## config.mk

```make
export PLATFORM = sky130hd
export DESIGN_NAME = fifo_wr_rr_arb
export DESIGN_NICKNAME = d
export VERILOG_FILES = /design/src/rtl/fifo_wr_rr_arb.sv
export SDC_FILE = /design/constraint.sdc
export NUM_CORES = 1
export LEC_CHECK = 0
export CELL_PAD_IN_SITES_DETAIL_PLACEMENT = 1
export CELL_PAD_IN_SITES_GLOBAL_PLACEMENT = 1
export CORE_AREA = 2 2 77 79
export CTS_BUF_LIST = sky130_fd_sc_hd__clkbuf_2
export DETAILED_ROUTE_END_ITERATION = 6
export DIE_AREA = 0 0 79 81
export PLACE_DENSITY_LB_ADDON = 0.1
export SLEW_MARGIN = 20
export SYNTH_ARGS = -nofsm -noshare
export SYNTH_HDL_FRONTEND = slang
export SYNTH_SLANG_ARGS = --single-unit
```

## constraint.sdc

```tcl
create_clock -name clk_i -period 2.8 [get_ports clk_i]
set_clock_uncertainty 0.1 [all_clocks]
set_input_delay 0.42 -clock clk_i [delete_from_list [all_inputs] [get_ports clk_i]]
set_output_delay 0.42 -clock clk_i [all_outputs]
set_load 0.02 [all_outputs]
```

## src/rtl/fifo_wr_rr_arb.sv

```systemverilog
// Round-robin arbiter sharing one FIFO write port among N valid/ready requesters.
// With Lock=1 a packet (up to and including its last beat) is never interleaved.
module fifo_wr_rr_arb #(
    parameter int N     = 4,
    parameter int Width = 16,
    parameter int Lock  = 1
) (
    input  logic                     clk_i,
    input  logic                     rst_ni,
    input  logic                     clr_i,
    input  logic [N-1:0]             req_valid_i,
    input  logic [N-1:0]             req_last_i,
    input  logic [N*Width-1:0]       req_data_i,
    output logic [N-1:0]             req_ready_o,
    output logic                     fifo_wvalid_o,
    input  logic                     fifo_wready_i,
    output logic [Width-1:0]         fifo_wdata_o,
    output logic [$clog2(N)-1:0]     gnt_idx_o,
    output logic                     locked_o
);

    localparam int IW = $clog2(N);

    typedef enum logic {
        IDLE   = 1'b0,
        LOCKED = 1'b1
    } st_e;

    st_e           st_q, st_d;
    logic [IW-1:0] ptr_q, ptr_d;
    logic [IW-1:0] lidx_q, lidx_d;
    logic          en_q, en_d;

    logic          active_s;
    logic          found_s;
    logic          accept_s;
    logic [IW-1:0] win_s;
    logic [IW-1:0] nxt_s;
    logic [IW:0]   sum_s;

    assign active_s = en_q & ~clr_i;

    // Winner selection: locked index, or first valid requester starting at ptr.
    always_comb begin
        found_s = 1'b0;
        win_s   = ptr_q;
        sum_s   = '0;
        if (st_q == LOCKED) begin
            found_s = 1'b1;
            win_s   = lidx_q;
        end else begin
            for (int k = 0; k < N; k++) begin
                sum_s = {1'b0, ptr_q} + (IW+1)'(k);
                if (sum_s >= (IW+1)'(N)) begin
                    sum_s = sum_s - (IW+1)'(N);
                end else begin
                    sum_s = sum_s;
                end
                if (!found_s && req_valid_i[sum_s[IW-1:0]]) begin
                    found_s = 1'b1;
                    win_s   = sum_s[IW-1:0];
                end else begin
                    found_s = found_s;
                end
            end
        end
    end

    assign nxt_s = (win_s == IW'(N-1)) ? '0 : win_s + IW'(1);

    // Zero-latency datapath; wready only feeds the per-requester ready.
    always_comb begin
        fifo_wvalid_o = 1'b0;
        fifo_wdata_o  = '0;
        req_ready_o   = '0;
        gnt_idx_o     = '0;
        locked_o      = 1'b0;
        if (active_s) begin
            locked_o = (st_q == LOCKED);
            if (found_s) begin
                gnt_idx_o          = win_s;
                fifo_wvalid_o      = req_valid_i[win_s];
                fifo_wdata_o       = req_data_i[int'(win_s)*Width +: Width];
                req_ready_o[win_s] = fifo_wready_i;
            end else begin
                gnt_idx_o = ptr_q;
            end
        end else begin
            locked_o = 1'b0;
        end
    end

    assign accept_s = fifo_wvalid_o & fifo_wready_i;

    // Arbitration state only advances on an accepted beat; clear wins over everything.
    always_comb begin
        en_d   = 1'b1;
        ptr_d  = ptr_q;
        st_d   = st_q;
        lidx_d = lidx_q;
        if (clr_i) begin
            ptr_d = '0;
            st_d  = IDLE;
        end else if (accept_s) begin
            if ((Lock == 0) || req_last_i[win_s]) begin
                ptr_d = nxt_s;
                st_d  = IDLE;
            end else begin
                lidx_d = win_s;
                st_d   = LOCKED;
            end
        end else begin
            st_d = st_q;
        end
    end

    // State registers.
    always_ff @(posedge clk_i or negedge rst_ni) begin
        if (!rst_ni) begin
            ptr_q  <= '0;
            st_q   <= IDLE;
            lidx_q <= '0;
            en_q   <= 1'b0;
        end else begin
            ptr_q  <= ptr_d;
            st_q   <= st_d;
            lidx_q <= lidx_d;
            en_q   <= en_d;
        end
    end

endmodule

```

Word level (Yosys, flattened, before mapping) --
Index checks and enable logic that the tools add are counted.
Word-level totals: word-level logic and storage cells 91, input port bits 76, flip-flop bits (word level) 6
Operators by class: add/subtract/negate cells 8, equality and inequality tests 1, magnitude comparators 10, bitwise operators 5, reductions and logical operators 11, shift operators 1, mux-type cells 51
Operator list (number):
- $shiftx A64 B7 Y16 | 1
- $mux W2 | 19
- $mux W16 | 2
- $mux W1 | 21
- $lt A2 B3 Y1 const B | 5
- $bmux W1 S2 | 6
- $ge A3 B3 Y1 const B | 3
- $mux W4 | 2
- $sub A2 B1 Y2 const B | 4
- $add A2 B2 Y3 const B | 2
- $and A4 B4 Y4 | 1
- $logic_and A1 B1 Y1 | 4
- $reduce_bool A2 Y1 | 2
- $add A2 B1 Y3 const B | 1
- $ge A2 B3 Y1 const B | 1
- $logic_not A1 Y1 | 3
- $reduce_and A3 Y1 | 1
- $add A2 B1 Y2 const B | 1
- $and A1 B1 Y1 | 2
- $demux W1 S2 | 1
- $eq A2 B2 Y1 const B | 1
- $ge A2 B1 Y1 const B | 1
- $not A1 Y1 | 2
- $reduce_and A2 Y1 | 1

Logic depth before layout (Yosys ltp) --
depth in word-level cells 26, gate-level depth with buffers 9

Worst setup path after synthesis --
No wires, ideal clock.
path kind input -> output, from in req_valid_i[1], to out fifo_wdata_o[10], required time 2.280 ns, buffers on the path 2, stages on the path 8, setup slack 0.130 ns, arrival time 2.150 ns, path through buf_2 -> nand2b_1 -> a21oi_1 -> a211o_1 -> o21a_2 -> buf_6 -> mux4_2 -> and2_1
Between the ends: word-level cells in the longest chain between the ends 19, elaborated cells between the ends (all ways) 30, those cells by class shift: 1; mux: 23; reduce/logical: 6
RTL lines:
- start: declaration | line 11 | input logic [N-1:0] req_valid_i,
- $bmux W1 S2 | line 59 | if (!found_s && req_valid_i[sum_s[IW-1:0]]) begin
- $mux W1 (implied by the code) | line 59
- $mux W1 | line 59
- $mux W1 | line 48 | if (st_q == LOCKED) begin
- $logic_not A1 Y1 | line 59
- $logic_and A1 B1 Y1 | line 59
- $mux W1 | line 59
- $mux W1 | line 48
- [... 3 more ...]
- $mux W1 | line 48
- $logic_not A1 Y1 | line 59
- $logic_and A1 B1 Y1 | line 59
- $mux W2 | line 59
- $mux W2 | line 48
- $shiftx A64 B7 Y16 | line 83 | fifo_wdata_o = req_data_i[int'(win_s)*Width +: Width];
- $mux W16 (*) | line 80 | if (found_s) begin
- $mux W16 (*) | line 78 | if (active_s) begin
- end: declaration | line 17 | output logic [Width-1:0] fifo_wdata_o,
Every way passes the cells marked *; elsewhere a longest branch is shown, timed or not. The select of a mux whose other input is x is not followed.

Final worst setup path --
from in req_valid_i[2], to out fifo_wdata_o[9]
Same word-level chain as after synthesis.

==> implementation parameters <==
Parameter                              Value

CTS
  Clock transition at the registers of the reported paths ... 0.06 ns
  Clock sink count ... 6
  Number of CTS-inserted buffers ... 3
  CTS tree ... yes
  Maximum number of buffers from clock root to sink ... 2
  H-tree depth ... 1
  Worst skew pair latency ... 0.23 ns
  Clk Tree Root Cell ... clkbuf_2

Run
  Number of max-cap violations ... 0

Synthesis
  Proportion of register bits with asynchronous set or reset after synthesis ... 100%
  Avg Synthesized Cell Area ... 10.0 um2
  Count of distinct cell types in the synthesized netlist ... 42
  Largest cells by area after synthesis ... mux4_2, dfrtp_1, and2_1
  Number of synthesized register bits ... 6
  Part of the Yosys area used for sequential elements ... 11.5%
  Number of synthesized flops with an enable pin ... 0
  Netlist area before placement ... 0.00131 mm2
  Share of the synthesized area in the top cell type ... 25.9%
  Synthesis warning total ... 0
  Synthesized instance count ... 130
  Biggest area consumer among synthesized cells ... mux4_2
  Ys flop type ... dfrtp_1
  Net count of the mapped netlist ... 210

Pwr
  Net switching component of the power ... 0.421 mW
  Clock share of power ... 5.5%
  Combinational share of power ... 82.7%
  Power density cells ... 378 mW/mm2
  Worst IR Drop VDD ... 0.293 mV
  Switching share of total power ... 37.7%
  Sequential share of power ... 11.7%
  Internal power ... 0.697 mW
  Static Leakage ... 1.27 nW

Setup path
  Maximum fanout encountered on the critical timing path ... 7
  End of the worst register-to-register path ... lidx_q[1]$_DFFE_PN0P_
  Cell with the largest stage delay on the worst path ... mux4_2
  Category of the most critical setup path ... primary input to output pin
  Kind of launch point of the worst setup path ... primary input
  Crit path required time ... 2.28 ns
  Critical path, cell by cell ... clkdlybuf4s15_2 -> nor2b_4 -> o21bai_1 -> a211o_1 -> o21a_4 -> buf_12 -> mux4_2 -> and2_4 -> buf_6
  Critical Path Sink Type ... output pin
  Cell class contributing the biggest share of worst-path delay ... compound AO/OA/AOI/OAI gates
  Arrival time of data at the critical path endpoint ... 2.40 ns
  R2r setup slk ... 0.20 ns
  Longest individual stage delay on the worst path ... 0.44 ns
  Worst flop-to-flop path startpoint ... ptr_q[1]$_DFFE_PN0P_
  Number of cells on the worst reg-to-reg path ... 13
  Sum of buffers and inverters on the critical path ... 3

Finish
  Combined area of the multi-input logic cells ... 0.00118 mm2
  Final net count ... 359
  Storage cell area ... 153 um2
  Core utilization of the finished layout ... 52.1%
  Final std cell area, no fill ... 0.00296 mm2
  Syn-to-layout area delta ... 127%
  Count of filler cells inserted in the layout ... 641
  Antenna Diode Count ... 0
  Layout cells sized above 1 ... 52.7%

Global routing
  Via count of the first global-routing pass ... 1813
  Antenna violations before repair ... 0
  Pin count of the biggest net entering global routing ... 13
  Total grt overflow ... 0
  Overall routing resource usage ... 18.7%
  Wire length of the first global-routing pass ... 9520 um

Placed design
  # port buffers ... 99
  HPWL Detailed ... 4850 um
  Placement-stage cell area ... 0.00266 mm2
  Final Wtd Congestion ... 0.861

Detailed routing
  Iteration-0 DRC count of the detailed router ... 7
  Met1 wire length ... 2410 um
  Vias/cell ... 4.74
  Met2 wire len ... 3200 um
  Vias after detailed routing ... 1668
  Top layer reached by signal wires ... met4
  Total iterations of the first detailed-routing run ... 4
  Remaining antenna violation count after routing ... 0
  Aggregate routed wire length ... 6120 um
  Met3 routed WL ... 502 um
  Average detailed-routed wire length per instance ... 17.4 um
  DRC Markers ... 0

Timing
  Setup violators final ... 16
  Tmin final ... 2.92 ns
  Final hold violation count ... 0
  Final worst path period share ... 104%
  Final TNS setup ... -1.52 ns
  RSZ-0062 raised after global routing ... yes
  Final-report max-slew violation count ... 0
  Final WS setup ... -0.125 ns
  Maximum operating frequency ... 342 MHz

Status
  Status ... finished with violations
  Violated checks ... negative setup slack

Die
  Number of placed I/O pins ... 100
  Y dimension of the die ... 81 um
  Die ar. ... 0.00640 mm2
  Placeable core region ... 0.00568 mm2
  Floorplan row count ... 28
  Die Width ... 79 um
  Starting utilization of the core area ... 23.0%

Hold path
  Hold Crit Class ... primary input to asynchronous set/reset pin
cells in the final DEF, fill, tap and decap left out, types with 2 or more instances in the layout:
cell type	n
clkbuf_2	4
inv_1	7
buf_6	23
mux2i_1	2
and2_4	19
nand2_1	5
o21ai_2	2
dfrtp_2	2
buf_4	47
dfrtp_1	4
o211ai_1	4
a211o_1	2
inv_2	2
clkdlybuf4s15_2	2
clkdlybuf4s15_1	2
buf_12	4
o21bai_1	3
ha_1	3
a21oi_2	3
clkdlybuf4s50_1	72
and3_1	2
a32o_1	3
and3_4	3
nand2b_1	5
mux4_2	17
nor2_1	4
area by class of cell:
cell class	count	area share (%)
well taps	75	3.17
multi-input cells	105	40.0
inverters	10	1.35
flip-flops and latches	6	5.16
repair buffers	153	49.8
clock buffers	3	0.507
state kept, by name, indices dropped and copies added, names as in the netlist:
signal	flops
lidx_q	2
ptr_q	2
en_q	1
st_q	1
cells in the mapped netlist (all sizes together), types with 2 or more instances:
cell type and n:
nand2b 5, nor3 3, ha 4, nand2 6, o21ai 4, a21oi 4, a211o 2, o211ai 4
nor2 4, mux2i 3, mux4 17, nor2b 2, o21bai 3, a32o 3, and2 20, clkbuf 3
dfrtp 6, inv 10, and3 5, buf 6
power by group through the flow:
stage	registers [mW]	logic, mW	clock network (mW)
after floorplan	0.120	0.435	0
after global placement	0.133	0.764	0
after detailed placement	0.133	0.784	0
after CTS	0.132	0.912	0.0645
after global routing	0.135	0.994	0.0704
final	0.131	0.925	0.0620
layer usage:
layer | global-route usage, % | vias up
li1 | - | 795
met2 | 35.7 | 72
met1 | 22.2 | 799
met5 | 0 | -
met3 | 4.78 | 2
met4 | 1.03 | 0
kinds of logic (layout without fill, tap and decap cells):
logic type                 after synthesis  in the layout  synth area share, %
and+or+nand+nor                         49             49                 22.0
DFF                                      6              6                 11.5
muxes                                   21             21                 33.0
other                                    1              1                0.287
buffers and inverters                   19            166                 7.57
AOI/OAI and AO/OA                       30             30                 21.7
adders and majority gates                4              4                 3.83
through the flow:
stage                     setup slack [ns]  hold WS (ns)  power, mW  cells
after floorplan                      0.130        0.0244      0.555    130
after global placement              -0.868         0.535      0.898    334
after detailed placement            -0.910         0.555      0.918    334
after CTS                           -0.194         0.325       1.11    351
after global routing                -0.216         0.332       1.20    352
final                               -0.125         0.328       1.12    352
worst max-delay path by stage:
stage                         startpoint          endpoint  slack, ns  cells past startpoint
floorplan                 req_valid_i[1]  fifo_wdata_o[10]       0.13                      8
global placement          req_valid_i[0]  fifo_wdata_o[15]      -0.87                      9
detailed placement        req_valid_i[0]   fifo_wdata_o[0]      -0.91                      9
CTS                 ptr_q[1]$_DFFE_PN0P_   fifo_wdata_o[8]      -0.19                      9
global route        ptr_q[1]$_DFFE_PN0P_   fifo_wdata_o[3]      -0.22                      8
finish                    req_valid_i[2]   fifo_wdata_o[9]      -0.12                      9
what timing repair did:
| action | CTS | global route |
|---|---|---|
| hold buffers | 0 | 0 |
| resized for setup | 160 | 28 |
| gates cloned | 1 | 0 |
| pin swaps | 26 | 11 |
| buffers inserted | 35 | 5 |
| endpoints found under the setup margin | 28 | 28 |
Power figures use the tool's default switching activity.
